## config.mk

```make
export PLATFORM = sky130hd
export DESIGN_NAME = calc_command_executor
export DESIGN_NICKNAME = d
export VERILOG_FILES = /design/src/rtl/calc_pkg.sv /design/src/rtl/edge_detect.sv /design/src/rtl/calc_command_executor.sv
export SDC_FILE = /design/constraint.sdc
export NUM_CORES = 1
export LEC_CHECK = 0
export ABC_AREA = 1
export CAP_MARGIN = 5
export CORE_MARGIN = 3
export CORE_UTILIZATION = 55
export DETAILED_ROUTE_END_ITERATION = 7
export GPL_TIMING_DRIVEN = 0
export PLACE_DENSITY = 0.8
export SLEW_MARGIN = 40
export SYNTH_ARGS = -nofsm -noshare
export SYNTH_HDL_FRONTEND = slang
export SYNTH_SLANG_ARGS = --single-unit
```

## constraint.sdc

```tcl
create_clock -name clk -period 5.7 [get_ports clk]
set_input_delay 0.855 -clock clk [delete_from_list [all_inputs] [get_ports clk]]
set_output_delay 0.855 -clock clk [all_outputs]
set_load 0.01 [all_outputs]
```

## src/rtl/calc_pkg.sv

```systemverilog
// rtl/calc_pkg.sv - shared types and default widths for the front-panel command path
package calc_pkg;

    localparam int CALC_DATA_W      = 8;
    localparam int CALC_ACC_W       = 12;
    localparam int CALC_CNT_W       = 4;
    localparam int CALC_MAX_ENTRIES = 15;

    typedef enum logic [1:0] {
        ST_IDLE  = 2'd0,
        ST_ARMED = 2'd1,
        ST_SHOW  = 2'd2,
        ST_ERROR = 2'd3
    } calcState_e;

    // One-hot command bundle, same field order as the button controller drives it
    typedef struct packed {
        logic enter;
        logic number;
        logic total;
        logic clear;
    } calcCmd_t;

endpackage

```

## src/rtl/edge_detect.sv

```systemverilog
// rtl/edge_detect.sv - single-bit rising-edge detector with async active-low reset
module edge_detect (
    input  logic clk,
    input  logic rst_n,
    input  logic level,
    output logic rise
);

    logic history;
    logic primed;

    always_ff @(posedge clk or negedge rst_n) begin
        if (!rst_n) begin
            history <= 1'b0;
            primed  <= 1'b0;
        end else begin
            history <= level;
            primed  <= 1'b1;
        end
    end

    // A level already high when reset releases is absorbed into history, not reported
    assign rise = level & ~history & primed;

endmodule

```

## src/rtl/calc_command_executor.sv

```systemverilog
// rtl/calc_command_executor.sv - accumulator state machine behind the front-panel commands
module calc_command_executor
    import calc_pkg::*;
#(
    parameter int DATA_W      = CALC_DATA_W,
    parameter int ACC_W       = CALC_ACC_W,
    parameter int MAX_ENTRIES = CALC_MAX_ENTRIES,
    parameter int CNT_W       = CALC_CNT_W
) (
    input  logic              clk,
    input  logic              rst_n,
    input  logic              enter,
    input  logic              number,
    input  logic              total,
    input  logic              clear,
    input  logic              err,
    input  logic [DATA_W-1:0] num_in,
    output logic [ACC_W-1:0]  display,
    output logic [CNT_W-1:0]  count,
    output logic              total_valid,
    output logic              overflow,
    output logic              err_flag,
    output logic [1:0]        state_o
);

    calcState_e        state;
    logic [ACC_W-1:0]  acc;
    logic [DATA_W-1:0] pending;
    logic              enterRise;
    logic              numberRise;
    logic              totalRise;
    logic              clearRise;
    calcCmd_t          cmdRise;
    logic              multiCmd;
    logic [ACC_W:0]    sum;

    edge_detect uEnterEdge  (.clk(clk), .rst_n(rst_n), .level(enter),  .rise(enterRise));
    edge_detect uNumberEdge (.clk(clk), .rst_n(rst_n), .level(number), .rise(numberRise));
    edge_detect uTotalEdge  (.clk(clk), .rst_n(rst_n), .level(total),  .rise(totalRise));
    edge_detect uClearEdge  (.clk(clk), .rst_n(rst_n), .level(clear),  .rise(clearRise));

    assign cmdRise  = {enterRise, numberRise, totalRise, clearRise};
    assign multiCmd = (cmdRise.enter & cmdRise.number) | (cmdRise.enter & cmdRise.total)
                    | (cmdRise.number & cmdRise.total);
    assign sum      = {1'b0, acc} + {{(ACC_W - DATA_W + 1){1'b0}}, pending};
    assign state_o  = state;

    always_ff @(posedge clk or negedge rst_n) begin
        if (!rst_n) begin
            state       <= ST_IDLE;
            acc         <= '0;
            pending     <= '0;
            display     <= '0;
            count       <= '0;
            total_valid <= 1'b0;
            overflow    <= 1'b0;
            err_flag    <= 1'b0;
        end else if (err || multiCmd) begin
            state       <= ST_ERROR;
            err_flag    <= 1'b1;
            total_valid <= 1'b0;
        end else if (cmdRise.clear) begin
            state       <= ST_IDLE;
            acc         <= '0;
            pending     <= '0;
            display     <= '0;
            count       <= '0;
            total_valid <= 1'b0;
            overflow    <= 1'b0;
            err_flag    <= 1'b0;
        end else begin
            case (state)
                ST_IDLE, ST_SHOW: begin
                    if (cmdRise.number) begin
                        state       <= ST_ARMED;
                        pending     <= num_in;
                        display     <= {{(ACC_W - DATA_W){1'b0}}, num_in};
                        total_valid <= 1'b0;
                    end else if (cmdRise.total && state == ST_IDLE) begin
                        state       <= ST_SHOW;
                        display     <= acc;
                        total_valid <= 1'b1;
                    end
                end
                ST_ARMED: begin
                    if (cmdRise.number) begin
                        pending <= num_in;
                        display <= {{(ACC_W - DATA_W){1'b0}}, num_in};
                    end else if (cmdRise.enter) begin
                        if (count == CNT_W'(MAX_ENTRIES)) begin
                            state    <= ST_ERROR;
                            err_flag <= 1'b1;
                        end else begin
                            state <= ST_IDLE;
                            count <= count + 1'b1;
                            // Carry out of the ACC_W-bit add pins the result at full scale
                            if (sum[ACC_W]) begin
                                acc      <= '1;
                                display  <= '1;
                                overflow <= 1'b1;
                            end else begin
                                acc     <= sum[ACC_W-1:0];
                                display <= sum[ACC_W-1:0];
                            end
                        end
                    end else if (cmdRise.total) begin
                        state       <= ST_SHOW;
                        display     <= acc;
                        total_valid <= 1'b1;
                    end
                end
                default: ;
            endcase
        end
    end

endmodule

```

# == After elaboration in Yosys (flattened, before gate mapping) ==
# Cells that the tools add are included.
# word_totals
ff_bits,46
input_bits,15
output_inout_bits,21
word_cells,119
# classes
add_sub_neg,2
n_eq_ne,14
n_mux,50
n_bitwise,18
n_reduce_logical,22
# ops
operator,n
$mux W12,12
$mux W8,3
$pmux W12 S2,1
$mux W4,5
$ne A5 B5 Y1 const B,4
$mux W1,19
$mux W2,8
$ne A4 B4 Y1 const B,4
$reduce_and A5 Y1,3
$add A12 B8 Y13,1
$reduce_bool A3 Y1,4
$and A1 B1 Y1,11
$reduce_bool A2 Y1,5
$reduce_and A4 Y1,2
$reduce_and A6 Y1,1
$not A1 Y1,5
$add A4 B1 Y4 const B,1
$eq A4 B4 Y1 const B,1
$pmux W2 S2,1
$reduce_bool A4 Y1,1
$ne A3 B1 Y1 const B,1
$reduce_and A3 Y1,1
$reduce_or A3 Y1,1
$eq A2 B1 Y1 const B,1
other kinds (9),10

# == Logic depth before layout (Yosys ltp) ==
# logic_depth
word_depth,9
mapped_depth,14

# == Cells and area by module ==
# A second synthesis with hierarchy kept.
# unflattened
hier_cells,386
hier_area_um2,2910.3
# modules_own_cells
module,instances,cells_per_inst,area_each_um2
calc_command_executor,1,366,2655.0
edge_detect,4,5,63.8

# == Worst setup path after synthesis ==
# No wires, ideal clock.
# synth_path
path_kind,input -> register
startpoint,in clear
endpoint,reg display[8]
setup_time_ns,0.118
t_arrival_ns,1.866
t_required_ns,5.582
path_slack_ns,3.715
path_stages,11
path_buffers,2
cell_sequence,nand2_1 > nor2_4 > nor2_2 > buf_4 > nand2_1 > inv_1 > nor2_4 > nand2_2 > buf_6 > nand2_1 > nand2_1
# synth_between
elab_chain_cells,4
# synth_lines
item,line_no,text
start: declaration,calc_command_executor.sv:15,"input logic clear,"
$and A1 B1 Y1 (*) (2 in series),edge_detect.sv:23,assign rise = level & ~history & primed;
"$ne A5 B5 Y1 (no source line), or another cell as far along",-,
$reduce_and A5 Y1 (no source line),-,
end signal: assignment,calc_command_executor.sv:77,"display <= {{(ACC_W - DATA_W){1'b0}}, num_in};"
end signal: assignment,calc_command_executor.sv:88,"display <= {{(ACC_W - DATA_W){1'b0}}, num_in};"
end signal: assignment,calc_command_executor.sv:103,display <= sum[ACC_W-1:0];
end: declaration,calc_command_executor.sv:18,"output logic [ACC_W-1:0] display,"
# Every way passes the cells marked *; elsewhere a longest branch is shown, timed or not.
# A chain may end at the register's enable or synchronous reset.

# == Worst setup path after layout ==
# layout_path
startpoint,in enter
endpoint,reg display[0]
# layout_between
elab_chain_cells,8
# layout_lines
item,line_no,text
start: declaration,calc_command_executor.sv:12,"input logic enter,"
$and A1 B1 Y1 (*) (2 in series),edge_detect.sv:23,
$and A1 B1 Y1,calc_command_executor.sv:43,assign multiCmd = (cmdRise.enter & cmdRise.number) | (cmdRise.enter & cmdRise.total)
$or A1 B1 Y1,calc_command_executor.sv:43,
$or A1 B1 Y1,calc_command_executor.sv:44,| (cmdRise.number & cmdRise.total);
$logic_or A1 B1 Y1,calc_command_executor.sv:58,end else if (err || multiCmd) begin
$not A1 Y1 (no source line),-,
$reduce_and A5 Y1 (no source line),-,
# Marks and branches as above.

==> flow_metrics.py <==
metrics = {
    "cells_and_area": {
        "finalNetCount": 496,
        "diodes": 0,
        "fillerInstances": 471,
        "layout-drive-gt1-share_pct": 7.84,
        "area.growth.synth_to_final_pct": 18.5,
    },
    "global_routing": {
        "pin_count_of_the_biggest_net_entering_global_routing": 38,
        "groute.usage.overall_pct": 25.7,
        "grt_overflow_total": 0,
        "grt_antenna_before_repair": 0,
        "grt_pass1_vias": 2807,
        "grt_pass1_wl_um": 12800,
    },
    "timing": {
        "fin_worst_skew_ns": 0.00906,
        "final-max-slew-violation-count": 0,
        "number_of_failing_setup_endpoints_in_the_final_timing_report": 0,
        "grt_setup_unrepaired": "no",
        "finalHoldViolations": 0,
        "finalWorstPathRequiredPeriod_ns": 2.48,
        "setup_tns_ns": 0,
        "timing.final.crit_share_pct": 43.6,
        "fmaxAchievable_mhz": 403,
    },
    "clocking": {
        "cts-root-to-sink-buffers": 2,
        "clk-insertion-delay-late_ns": 0.30,
        "tritoncts": "built",
        "clkTransAtPathRegs_ns": 0.09,
        "cts_htree_levels": 2,
        "cts-resized-gates": 0,
        "postCtsSetupBuffers": 0,
        "numCtsBuffers": 5,
        "root_buf_cell": "sky130_fd_sc_hd__clkbuf_8",
        "clock_sink_count": 46,
        "postCtsHoldBufs": 0,
    },
    "setup_path": {
        "cp_data_required_time_ns": 5.89,
        "path_buf_inv": 2,
        "worst_path_largest_cell_delay_ns": 0.50,
        "critical_path_peak_fanout": 6,
        "slowest_stage_cell_cp": "sky130_fd_sc_hd__clkdlybuf4s50_1",
        "setup.worst_path.end_class": "register",
        "timing.critical_path.max_delay_family": "simple AND/OR/NAND/NOR gates",
        "worstPathCellList": "clkdlybuf4s50_1 > nand3_1 > nor2_2 > nand3_1 > nand2_1 > nor2_4 > nand3_2 > clkinv_1 > nand2_1 > nand2_1",
        "worstPathArrival_ns": 2.67,
        "crit_top_cell": "sky130_fd_sc_hd__nand2_1",
        "worstSetupStartpointType": "input pin",
        "critical_path_class": "in -> reg",
    },
    "power_and_ir_drop": {
        "power.static_leakage_nw": 1.83,
        "clkPwrFrac_pct": 18.8,
        "netSwitchingFraction_pct": 37.4,
        "share_comb_of_total_power_pct": 40.1,
        "cellInternalPower_mw": 0.696,
        "seq_power_share_pct": 41.0,
        "post-layout-total-power_mw": 1.11,
        "ir_worst_vdd_uv": 224,
        "switching_power_mw": 0.415,
        "power_density_nw_per_um2": 316,
    },
    "placement": {
        "detailed_placer_s_ending_hpwl_um": 5810,
        "finalWeightedCongestion": 0.920,
        "buffer_ports.inserted": 35,
    },
    "synth": {
        "synth-adder-area-share_pct": 4.47,
        "synth_compound_area_share_pct": 9.44,
        "synthMuxAreaShare_pct": 0,
        "post_synth_instance_area_um2": 2970,
        "synth_xor_xnor_area_share_pct": 0.590,
        "post_synth_num_cell_types": 31,
        "synth_top_family_by_area": "simple AND/OR/NAND/NOR gates",
        "synthesis.nets": 453,
        "avgSynthCellArea_um2": 6.93,
        "synth_sequential_area_ratio_pct": 38.8,
        "post_synth_and_or_nand_nor_area_fraction_pct": 37.9,
        "yosys_warnings": 0,
        "synthesis.instances": 428,
        "postSynthRegisterBits": 46,
    },
    "drt": {
        "met2_length_um": 3600,
        "top_signal_layer_used": "met4",
        "route.antenna.remaining_nets": 0,
        "routed_via_density": 5.24,
        "drcViolationCount": 0,
        "detailedRoute.firstPassIterationCount": 5,
        "routed_wire_length_per_instance_um": 13.6,
        "totalWireLength_um": 7390,
        "route.layer.met1.wl_um": 3380,
        "routed-via-count": 2839,
        "met3RoutedLength_um": 278,
        "detail_route.iter0.violations": 191,
    },
    "run": {
        "drv.max_cap_violation_count": 0,
    },
    "hold_path": {
        "path_type_of_the_worst_min_delay_path": "in -> async",
    },
    "run_status": {
        "status": "completed",
    },
    "die": {
        "floorplan.core_area_um2": 5170,
        "initial_utilization_pct": 57.4,
        "pin_count": 36,
        "die_h_um": 79.5,
        "die_w_um": 79.5,
        "dieArea_um2": 6310,
        "std_cell_rows": 26,
    },
}
==> cell families after synthesis <==
family / after synthesis
buf+inv: 62
flops: 46
xor+xnor: 2
other cells: 1
compound gates: 50
fa+ha+maj: 10
simple gates: 257
==> final timing paths <==
kind                                              from                endpoint  slack (ns)  depth (start not counted)
worst max register to register      acc[0]$_DFFE_PN0P_  display[5]$_DFFE_PN0P_        3.23                         13
max in group asynchronous                        rst_n    count[2]$_DFFE_PN0P_        4.91                          2
worst min-delay path                             rst_n     acc[11]$_DFFE_PN0P_        0.37                          1
worst max-delay path                             enter  display[0]$_DFFE_PN0P_        3.22                         10
worst min register to register  display[1]$_DFFE_PN0P_  display[1]$_DFFE_PN0P_        0.49                          2
min in group clk                display[1]$_DFFE_PN0P_  display[1]$_DFFE_PN0P_        0.49                          2
==> final cells by class <==
class	count	area (um^2)	share of cell area [%]
Multi-Input combinational cell	320	1560	44.3
Timing Repair Buffer	36	368	10.5
Inverter	53	199	5.65
Sequential cell	46	1150	32.7
Buffer	9	60.1	1.71
Clock buffer	6	82.6	2.35
Clock inverter	2	12.5	0.356
Tap cell	70	87.6	2.49
==> flip-flops by register name, summed over array words and instances, names as in the netlist, 2 cells and up <==
signal / flops
pending: 8
count: 4
state_o: 2
acc: 12
display: 12
==> worst reg2reg max path: cells and delay by family (launching register included) <==
kind	cells	cell delay [ns]
buffers and inverters	1	0.25
and+or+nand+nor	10	1.01
DFF	1	0.40
adders and majority gates	2	0.68
==> metrics by stage <==
step	instances	setup WS, ns	hold WS [ns]	area [um^2]	util (%)
floorplan	428	3.72	0.476	2970	-
global placement	533	2.49	0.462	3410	65.8
detailed placement	534	2.91	0.466	3420	66.2
CTS	542	3.23	0.372	3520	68.0
global route	542	3.06	0.361	3520	68.0
finish	542	3.22	0.367	3520	68.0
==> cells in the final DEF (no fill, tap or decap), types with 3 or more instances in the layout <==
| cell | Yosys | final |
|---|---|---|
| sky130_fd_sc_hd__nand2_1 | 162 | 162 |
| sky130_fd_sc_hd__inv_1 | 48 | 48 |
| sky130_fd_sc_hd__dfrtp_1 | 46 | 46 |
| sky130_fd_sc_hd__nand3_1 | 37 | 37 |
| sky130_fd_sc_hd__clkdlybuf4s50_1 | 0 | 34 |
| sky130_fd_sc_hd__nor2_1 | 31 | 31 |
| sky130_fd_sc_hd__o21ai_0 | 29 | 29 |
| sky130_fd_sc_hd__a21oi_1 | 12 | 12 |
| sky130_fd_sc_hd__nand4_1 | 10 | 10 |
| sky130_fd_sc_hd__ha_1 | 9 | 9 |
| sky130_fd_sc_hd__nor2_4 | 6 | 6 |
| sky130_fd_sc_hd__buf_2 | 6 | 6 |
| sky130_fd_sc_hd__clkbuf_8 | 0 | 6 |
| sky130_fd_sc_hd__inv_2 | 4 | 4 |
| sky130_fd_sc_hd__nor3_1 | 3 | 3 |
==> layer usage <==
| layer | GRT usage [%] | vias to the layer above |
|---|---|---|
| li1 | - | 1449 |
| met4 | 7.56 | 0 |
| met1 | 33.7 | 1313 |
| met5 | 0 | - |
| met2 | 44.1 | 64 |
| met3 | 3.72 | 13 |
==> cells in the mapped netlist <==
| cell | n | area, um^2 |
|---|---|---|
| sky130_fd_sc_hd__nand2_1 | 162 | 608 |
| sky130_fd_sc_hd__inv_1 | 48 | 180 |
| sky130_fd_sc_hd__dfrtp_1 | 46 | 1150 |
| sky130_fd_sc_hd__nand3_1 | 37 | 185 |
| sky130_fd_sc_hd__nor2_1 | 31 | 116 |
| sky130_fd_sc_hd__o21ai_0 | 29 | 145 |
| sky130_fd_sc_hd__a21oi_1 | 12 | 60.1 |
| sky130_fd_sc_hd__nand4_1 | 10 | 62.6 |
| sky130_fd_sc_hd__ha_1 | 9 | 113 |
| sky130_fd_sc_hd__buf_2 | 6 | 30.0 |
| sky130_fd_sc_hd__nor2_4 | 6 | 67.6 |
| sky130_fd_sc_hd__inv_2 | 4 | 15.0 |
| sky130_fd_sc_hd__nor3_1 | 3 | 15.0 |
| sky130_fd_sc_hd__buf_6 | 2 | 22.5 |
| sky130_fd_sc_hd__nand2_4 | 2 | 22.5 |
| sky130_fd_sc_hd__nand3_2 | 2 | 20.0 |
| sky130_fd_sc_hd__nor2_2 | 2 | 12.5 |
| sky130_fd_sc_hd__o211ai_1 | 2 | 15.0 |
| sky130_fd_sc_hd__o22a_1 | 2 | 17.5 |
| sky130_fd_sc_hd__o22ai_1 | 2 | 12.5 |
| sky130_fd_sc_hd__a21oi_4 | 1 | 16.3 |
| sky130_fd_sc_hd__a31oi_1 | 1 | 6.26 |
| sky130_fd_sc_hd__buf_4 | 1 | 7.51 |
| sky130_fd_sc_hd__clkinv_1 | 1 | 3.75 |
| sky130_fd_sc_hd__conb_1 | 1 | 3.75 |
| sky130_fd_sc_hd__fa_1 | 1 | 20.0 |
| sky130_fd_sc_hd__nand2_2 | 1 | 6.26 |
| sky130_fd_sc_hd__nand3b_1 | 1 | 7.51 |
| sky130_fd_sc_hd__o21bai_1 | 1 | 7.51 |
| sky130_fd_sc_hd__xnor2_1 | 1 | 8.76 |
| sky130_fd_sc_hd__xor2_1 | 1 | 8.76 |
==> power groups by stage <==
stage,registers [mW],logic [mW],clock network [mW]
after detailed placement,0.462,0.441,0
after CTS,0.455,0.445,0.213
after floorplan,0.470,0.249,0
final,0.456,0.446,0.209
after global routing,0.465,0.499,0.225
after global placement,0.459,0.428,0
(Power assumes the default switching activity.)
==> patch 1 (same flow settings) <==
Add an input register stage for `enter`, `number`, `total`, `clear`, `err` and `num_in`; this delays them by one clock.
--- a/src/rtl/calc_command_executor.sv
+++ b/src/rtl/calc_command_executor.sv
@@ -23,6 +23,22 @@
     output logic [1:0]        state_o
 );
 
+    logic enter_q;
+    logic number_q;
+    logic total_q;
+    logic clear_q;
+    logic err_q;
+    logic [DATA_W-1:0] num_q;
+
+    always_ff @(posedge clk) begin
+        enter_q  <= enter;
+        number_q <= number;
+        total_q  <= total;
+        clear_q  <= clear;
+        err_q    <= err;
+        num_q    <= num_in;
+    end
+
     calcState_e        state;
     logic [ACC_W-1:0]  acc;
     logic [DATA_W-1:0] pending;
@@ -34,10 +50,10 @@
     logic              multiCmd;
     logic [ACC_W:0]    sum;
 
-    edge_detect uEnterEdge  (.clk(clk), .rst_n(rst_n), .level(enter),  .rise(enterRise));
-    edge_detect uNumberEdge (.clk(clk), .rst_n(rst_n), .level(number), .rise(numberRise));
-    edge_detect uTotalEdge  (.clk(clk), .rst_n(rst_n), .level(total),  .rise(totalRise));
-    edge_detect uClearEdge  (.clk(clk), .rst_n(rst_n), .level(clear),  .rise(clearRise));
+    edge_detect uEnterEdge  (.clk(clk), .rst_n(rst_n), .level(enter_q),  .rise(enterRise));
+    edge_detect uNumberEdge (.clk(clk), .rst_n(rst_n), .level(number_q), .rise(numberRise));
+    edge_detect uTotalEdge  (.clk(clk), .rst_n(rst_n), .level(total_q),  .rise(totalRise));
+    edge_detect uClearEdge  (.clk(clk), .rst_n(rst_n), .level(clear_q),  .rise(clearRise));
 
     assign cmdRise  = {enterRise, numberRise, totalRise, clearRise};
     assign multiCmd = (cmdRise.enter & cmdRise.number) | (cmdRise.enter & cmdRise.total)
@@ -55,7 +71,7 @@
             total_valid <= 1'b0;
             overflow    <= 1'b0;
             err_flag    <= 1'b0;
-        end else if (err || multiCmd) begin
+        end else if (err_q || multiCmd) begin
             state       <= ST_ERROR;
             err_flag    <= 1'b1;
             total_valid <= 1'b0;
@@ -73,8 +89,8 @@
                 ST_IDLE, ST_SHOW: begin
                     if (cmdRise.number) begin
                         state       <= ST_ARMED;
-                        pending     <= num_in;
-                        display     <= {{(ACC_W - DATA_W){1'b0}}, num_in};
+                        pending     <= num_q;
+                        display     <= {{(ACC_W - DATA_W){1'b0}}, num_q};
                         total_valid <= 1'b0;
                     end else if (cmdRise.total && state == ST_IDLE) begin
                         state       <= ST_SHOW;
@@ -84,8 +100,8 @@
                 end
                 ST_ARMED: begin
                     if (cmdRise.number) begin
-                        pending <= num_in;
-                        display <= {{(ACC_W - DATA_W){1'b0}}, num_in};
+                        pending <= num_q;
+                        display <= {{(ACC_W - DATA_W){1'b0}}, num_q};
                     end else if (cmdRise.enter) begin
                         if (count == CNT_W'(MAX_ENTRIES)) begin
                             state    <= ST_ERROR;
Function: changed (Yosys sat finds a counterexample within 4 cycles, from zero or initial values and one cycle with rst_n low).
==> patch 1 against the original RTL <==
Register-to-register slack better by 40 ps. Cell area is 9.4% higher. Total power is 15% higher. Non-clock buffer count stayed put. Final cell count is 0.92% higher. Sequential cell count is 13 higher. Highest routed layer unchanged. Area after synthesis is 7.5% higher. Sequential power is 15% higher. Wire length is 9.3% higher. Core utilization is 1.0 points higher. Count of clock-buffer cells in the layout is 5 higher. Global-route usage is 1.2 points higher. Setup slack better by 48 ps.
==> patch 1: results <==
INSERT INTO impl_metrics (metric_group, metric, value, unit) VALUES
('route', 'wl', '8080', 'µm'),
('clock_tree', 'cts.sinks', '59', ''),
('grt', 'grt_pass1_vias', '2998', ''),
('grt', 'grt_max_degree', '30', ''),
('cells_and_area', 'nFillCells', '449', ''),
('pwr', 'comb-power', '0.367', 'mW'),
('sta', 'hold-worst-slack', '347', 'ps'),
('placement', 'gp_routability_congestion', '0.957', ''),
('synth', 'synth.top_cells.by_count', 'nand2_1, dfrtp_1, inv_1', ''),
('worst_setup_path', 'rrSetupSlack', '3270', 'ps'),
('synth', 'synth.yosys.seq_area_share', '0.443', ''),
('synth', 'avgSynthCellArea', '7.52', 'µm²'),
('grt', 'grt_pass1_wl', '13800', 'µm'),
('route', 'avgViaCountPerCell', '5.57', ''),
('worst_setup_path', 'worst-path-max-fanout', '10', ''),
('placement', 'place_inst', '532', ''),
('synth', 'async_reset_ff_frac', '0.780', ''),
('pwr', 'p_sw', '0.420', 'mW'),
('placement', 'placed_wire_length_estimate', '5740', 'µm'),
('run_status', 'status', 'finished clean', ''),
('clock_tree', 'tritoncts.num_buffers', '9', ''),
('worst_setup_path', 'arrival', '2660', 'ps'),
('pwr', 'clockNetworkPower', '0.390', 'mW'),
('clock_tree', 'cts_max_level', '3', ''),
('clock_tree', 'clk_latency', '340', 'ps'),
('sta', 'fin_skew', '7.05', 'ps');
-- patch 1: cell count changes in the layout (fill, tap and decap cells not counted), moves of 5 or more --
cell | unedited run | this run
clkbuf_8 | 6 | 11
nand2_1 | 162 | 153
dfxtp_1 | 0 | 13
nand4_1 | 10 | 4
o221ai_1 | 0 | 6
o21ai_0 | 29 | 17
-- patch 1: worst max-delay path by stage --
stage                             startpoint                endpoint  cells after the start
after floorplan           acc[0]$_DFFE_PN0P_  display[6]$_DFFE_PN0P_                     13
after global placement                 rst_n  state_o[0]$_DFFE_PN0P_                      1
after detailed placement  acc[0]$_DFFE_PN0P_  display[3]$_DFFE_PN0P_                     13
after CTS                 acc[0]$_DFFE_PN0P_  display[6]$_DFFE_PN0P_                     13
after global routing      acc[0]$_DFFE_PN0P_  display[6]$_DFFE_PN0P_                     13
final                     acc[0]$_DFFE_PN0P_  display[6]$_DFFE_PN0P_                     13
-- patch 1: cells by family (layout without fill, tap and decap cells) --
group,count (synthesis),count (layout),share of synthesized area
and+or+nand+nor,243,243,0.333
adders and majority gates,10,10,0.0416
DFF,59,59,0.443
xor gates and xnor gates,5,5,0.0137
other,1,1,0.00118
buffers and inverters,55,106,0.0730
AOI/OAI and AO/OA,51,51,0.0953
-- patch 1: routing by layer --
metal,GRT usage,share of wire,vias to the layer above
li1,-,-,1455
met1,0.355,0.45,1429
met2,0.425,0.46,132
met3,0.0542,0.055,33
met4,0.130,0.037,0
met5,0,0,-
-- patch 1: per-stage QoR --
stage / area (µm²) / utilization / power [mW] / setup slack (ps)
global route: 3850 / 0.690 / 1.36 / 3100
global placement: 3630 / 0.651 / 0.877 / 2460
CTS: 3850 / 0.690 / 1.28 / 3320
detailed placement: 3650 / 0.654 / 0.890 / 3340
finish: 3850 / 0.690 / 1.28 / 3270
floorplan: 3190 / - / 0.754 / 3690
==> patch 2 (same settings) <==
Made on the original files. The package constant `CALC_DATA_W` goes from 8 to 10.
--- a/src/rtl/calc_pkg.sv
+++ b/src/rtl/calc_pkg.sv
@@ -1,7 +1,7 @@
 // rtl/calc_pkg.sv - shared types and default widths for the front-panel command path
 package calc_pkg;
 
-    localparam int CALC_DATA_W      = 8;
+    localparam int CALC_DATA_W      = 10;
     localparam int CALC_ACC_W       = 12;
     localparam int CALC_CNT_W       = 4;
     localparam int CALC_MAX_ENTRIES = 15;
Ports: changed (resized num_in); port bits go from 36 to 38. The function was not compared with the original's and may differ.
==> patch 2 against the original RTL <==
Global-route usage up 0.91 points. Sequential cell count increased by 2. Clock power up 19%. Area after synthesis rose by 1.1%. Count of clock-buffer cells in the layout stayed put. Wire length up 6.0%. Die area rose by 0.97%. Cell area rose by 1.8%. Sequential share of layout area rose by 0.81 points. Total power grew 13%. Synthesized cell count shrank 3.0%. Largest cell class unchanged. Clock skew hardly changed. Setup slack lost 83 ps.
==> patch 2: results <==
INSERT INTO impl_metrics (metric_group, metric, value, unit) VALUES
('grt', 'grt_max_degree', '44', ''),
('pwr', 'leakagePower', '1.85', 'nW'),
('grt', 'grt_util_met2', '0.440', ''),
('placement', 'gp_routability_congestion', '0.929', ''),
('grt', 'met3_usage', '0.0485', ''),
('cells_and_area', 'layout-drive-gt1-share', '0.0759', ''),
('placement', 'port_buffers', '37', ''),
('worst_setup_path', 'timing.critical_path.from', 'acc[0]$_DFFE_PN0P_', ''),
('worst_setup_path', 'worst-path-max-fanout', '7', ''),
('pwr', 'vdd_ir_drop_max', '0.169', 'mV'),
('synth', 'netlist_top_cells_area', 'dfrtp_1, nand2_1, nand3_1, ha_1, inv_1', ''),
('worst_setup_path', 'cp_slowest_stage_delay', '430', 'ps'),
('synth', 'yosys.cell_types.count', '30', ''),
('cells_and_area', 'largest_registers', 'acc x12, display x12, pending x10', ''),
('route', 'detailroute.via_count', '2943', ''),
('cells_and_area', 'nets', '489', ''),
('route', 'wl_per_cell', '14.8', 'µm'),
('cells_and_area', 'nFillCells', '454', ''),
('grt', 'grt_pass1_wl', '13200', 'µm'),
('worst_setup_path', 'r2r.worst_path.cells', '12', ''),
('synth', 'postSynthNetCount', '444', ''),
('grt', 'grt_util_all_layers', '0.266', ''),
('route', 'dr.first_iter.drc_count', '341', ''),
('run_status', 'status', 'finished clean', ''),
('sta', 'fin_skew', '8.92', 'ps');
[patch 2: area by class of cell]
type	count	share of cell area
multi-input cells	318	0.446
flip-flops and latches	48	0.335
repair buffers	38	0.108
inverters	42	0.0447
well taps	70	0.0244
clock buffers	6	0.0203
plain buffers	7	0.0115
clock inverters	2	0.00978
[patch 2: cell families (layout without fill, tap and decap cells)]
logic type                 count (synthesis)  in the layout  synth area share
AOI/OAI and AO/OA                         70             70             0.135
xor gates and xnor gates                   3              3           0.00876
adders and majority gates                 12             12            0.0526
buffers and inverters                     49             95            0.0672
DFF                                       48             48             0.400
other                                      1              1           0.00125
and+or+nand+nor                          232            232             0.335
[patch 2: through the flow]
step | util | std cells | hold WS [ps] | setup WS (ps)
2_1_floorplan | - | 415 | 479 | 3630
3_3_place_gp | 0.664 | 522 | 464 | 2440
3_5_place_dp | 0.668 | 523 | 466 | 3000
4_1_cts | 0.688 | 531 | 349 | 3160
5_1_grt | 0.688 | 531 | 347 | 2950
6_report | 0.688 | 531 | 343 | 3130
[patch 2: worst min-delay path by stage]
| stage | startpoint | endpoint | slack (ps) |
|---|---|---|---|
| 2_1_floorplan | pending[0]$_DFFE_PN0P_ | pending[0]$_DFFE_PN0P_ | 480 |
| 3_3_place_gp | display[1]$_DFFE_PN0P_ | display[1]$_DFFE_PN0P_ | 460 |
| 3_5_place_dp | display[10]$_DFFE_PN0P_ | display[10]$_DFFE_PN0P_ | 470 |
| 5_1_grt | rst_n | pending[6]$_DFFE_PN0P_ | 350 |
| 6_report | rst_n | acc[5]$_DFFE_PN0P_ | 340 |
| 4_1_cts | rst_n | pending[6]$_DFFE_PN0P_ | 350 |
[patch 2: report_power, final]
group	switching, mW	internal, mW	total (mW)
registers	0.0663	0.427	0.494
clock network	0.117	0.130	0.248
logic	0.287	0.226	0.512
total	0.471	0.783	1.25
[patch 2: worst register-to-register path: stages, from the launching register on]
cell and delay, ps:
dfrtp_1 430, ha_1 280, fa_1 390, nand2_1 100, nand3_1 140, nand2_1 130, nor2_1 60, nor2_1 410
nand3_1 220, nand2_1 110, nand2_1 50, nand2_1 90, nand2_1 50
[patch 2: metal layers]
| layer | up-vias | share of wire |
|---|---|---|
| met3 | 26 | 0.061 |
| met4 | 0 | 0.036 |
| li1 | 1443 | - |
| met5 | - | 0 |
| met1 | 1347 | 0.43 |
| met2 | 127 | 0.47 |
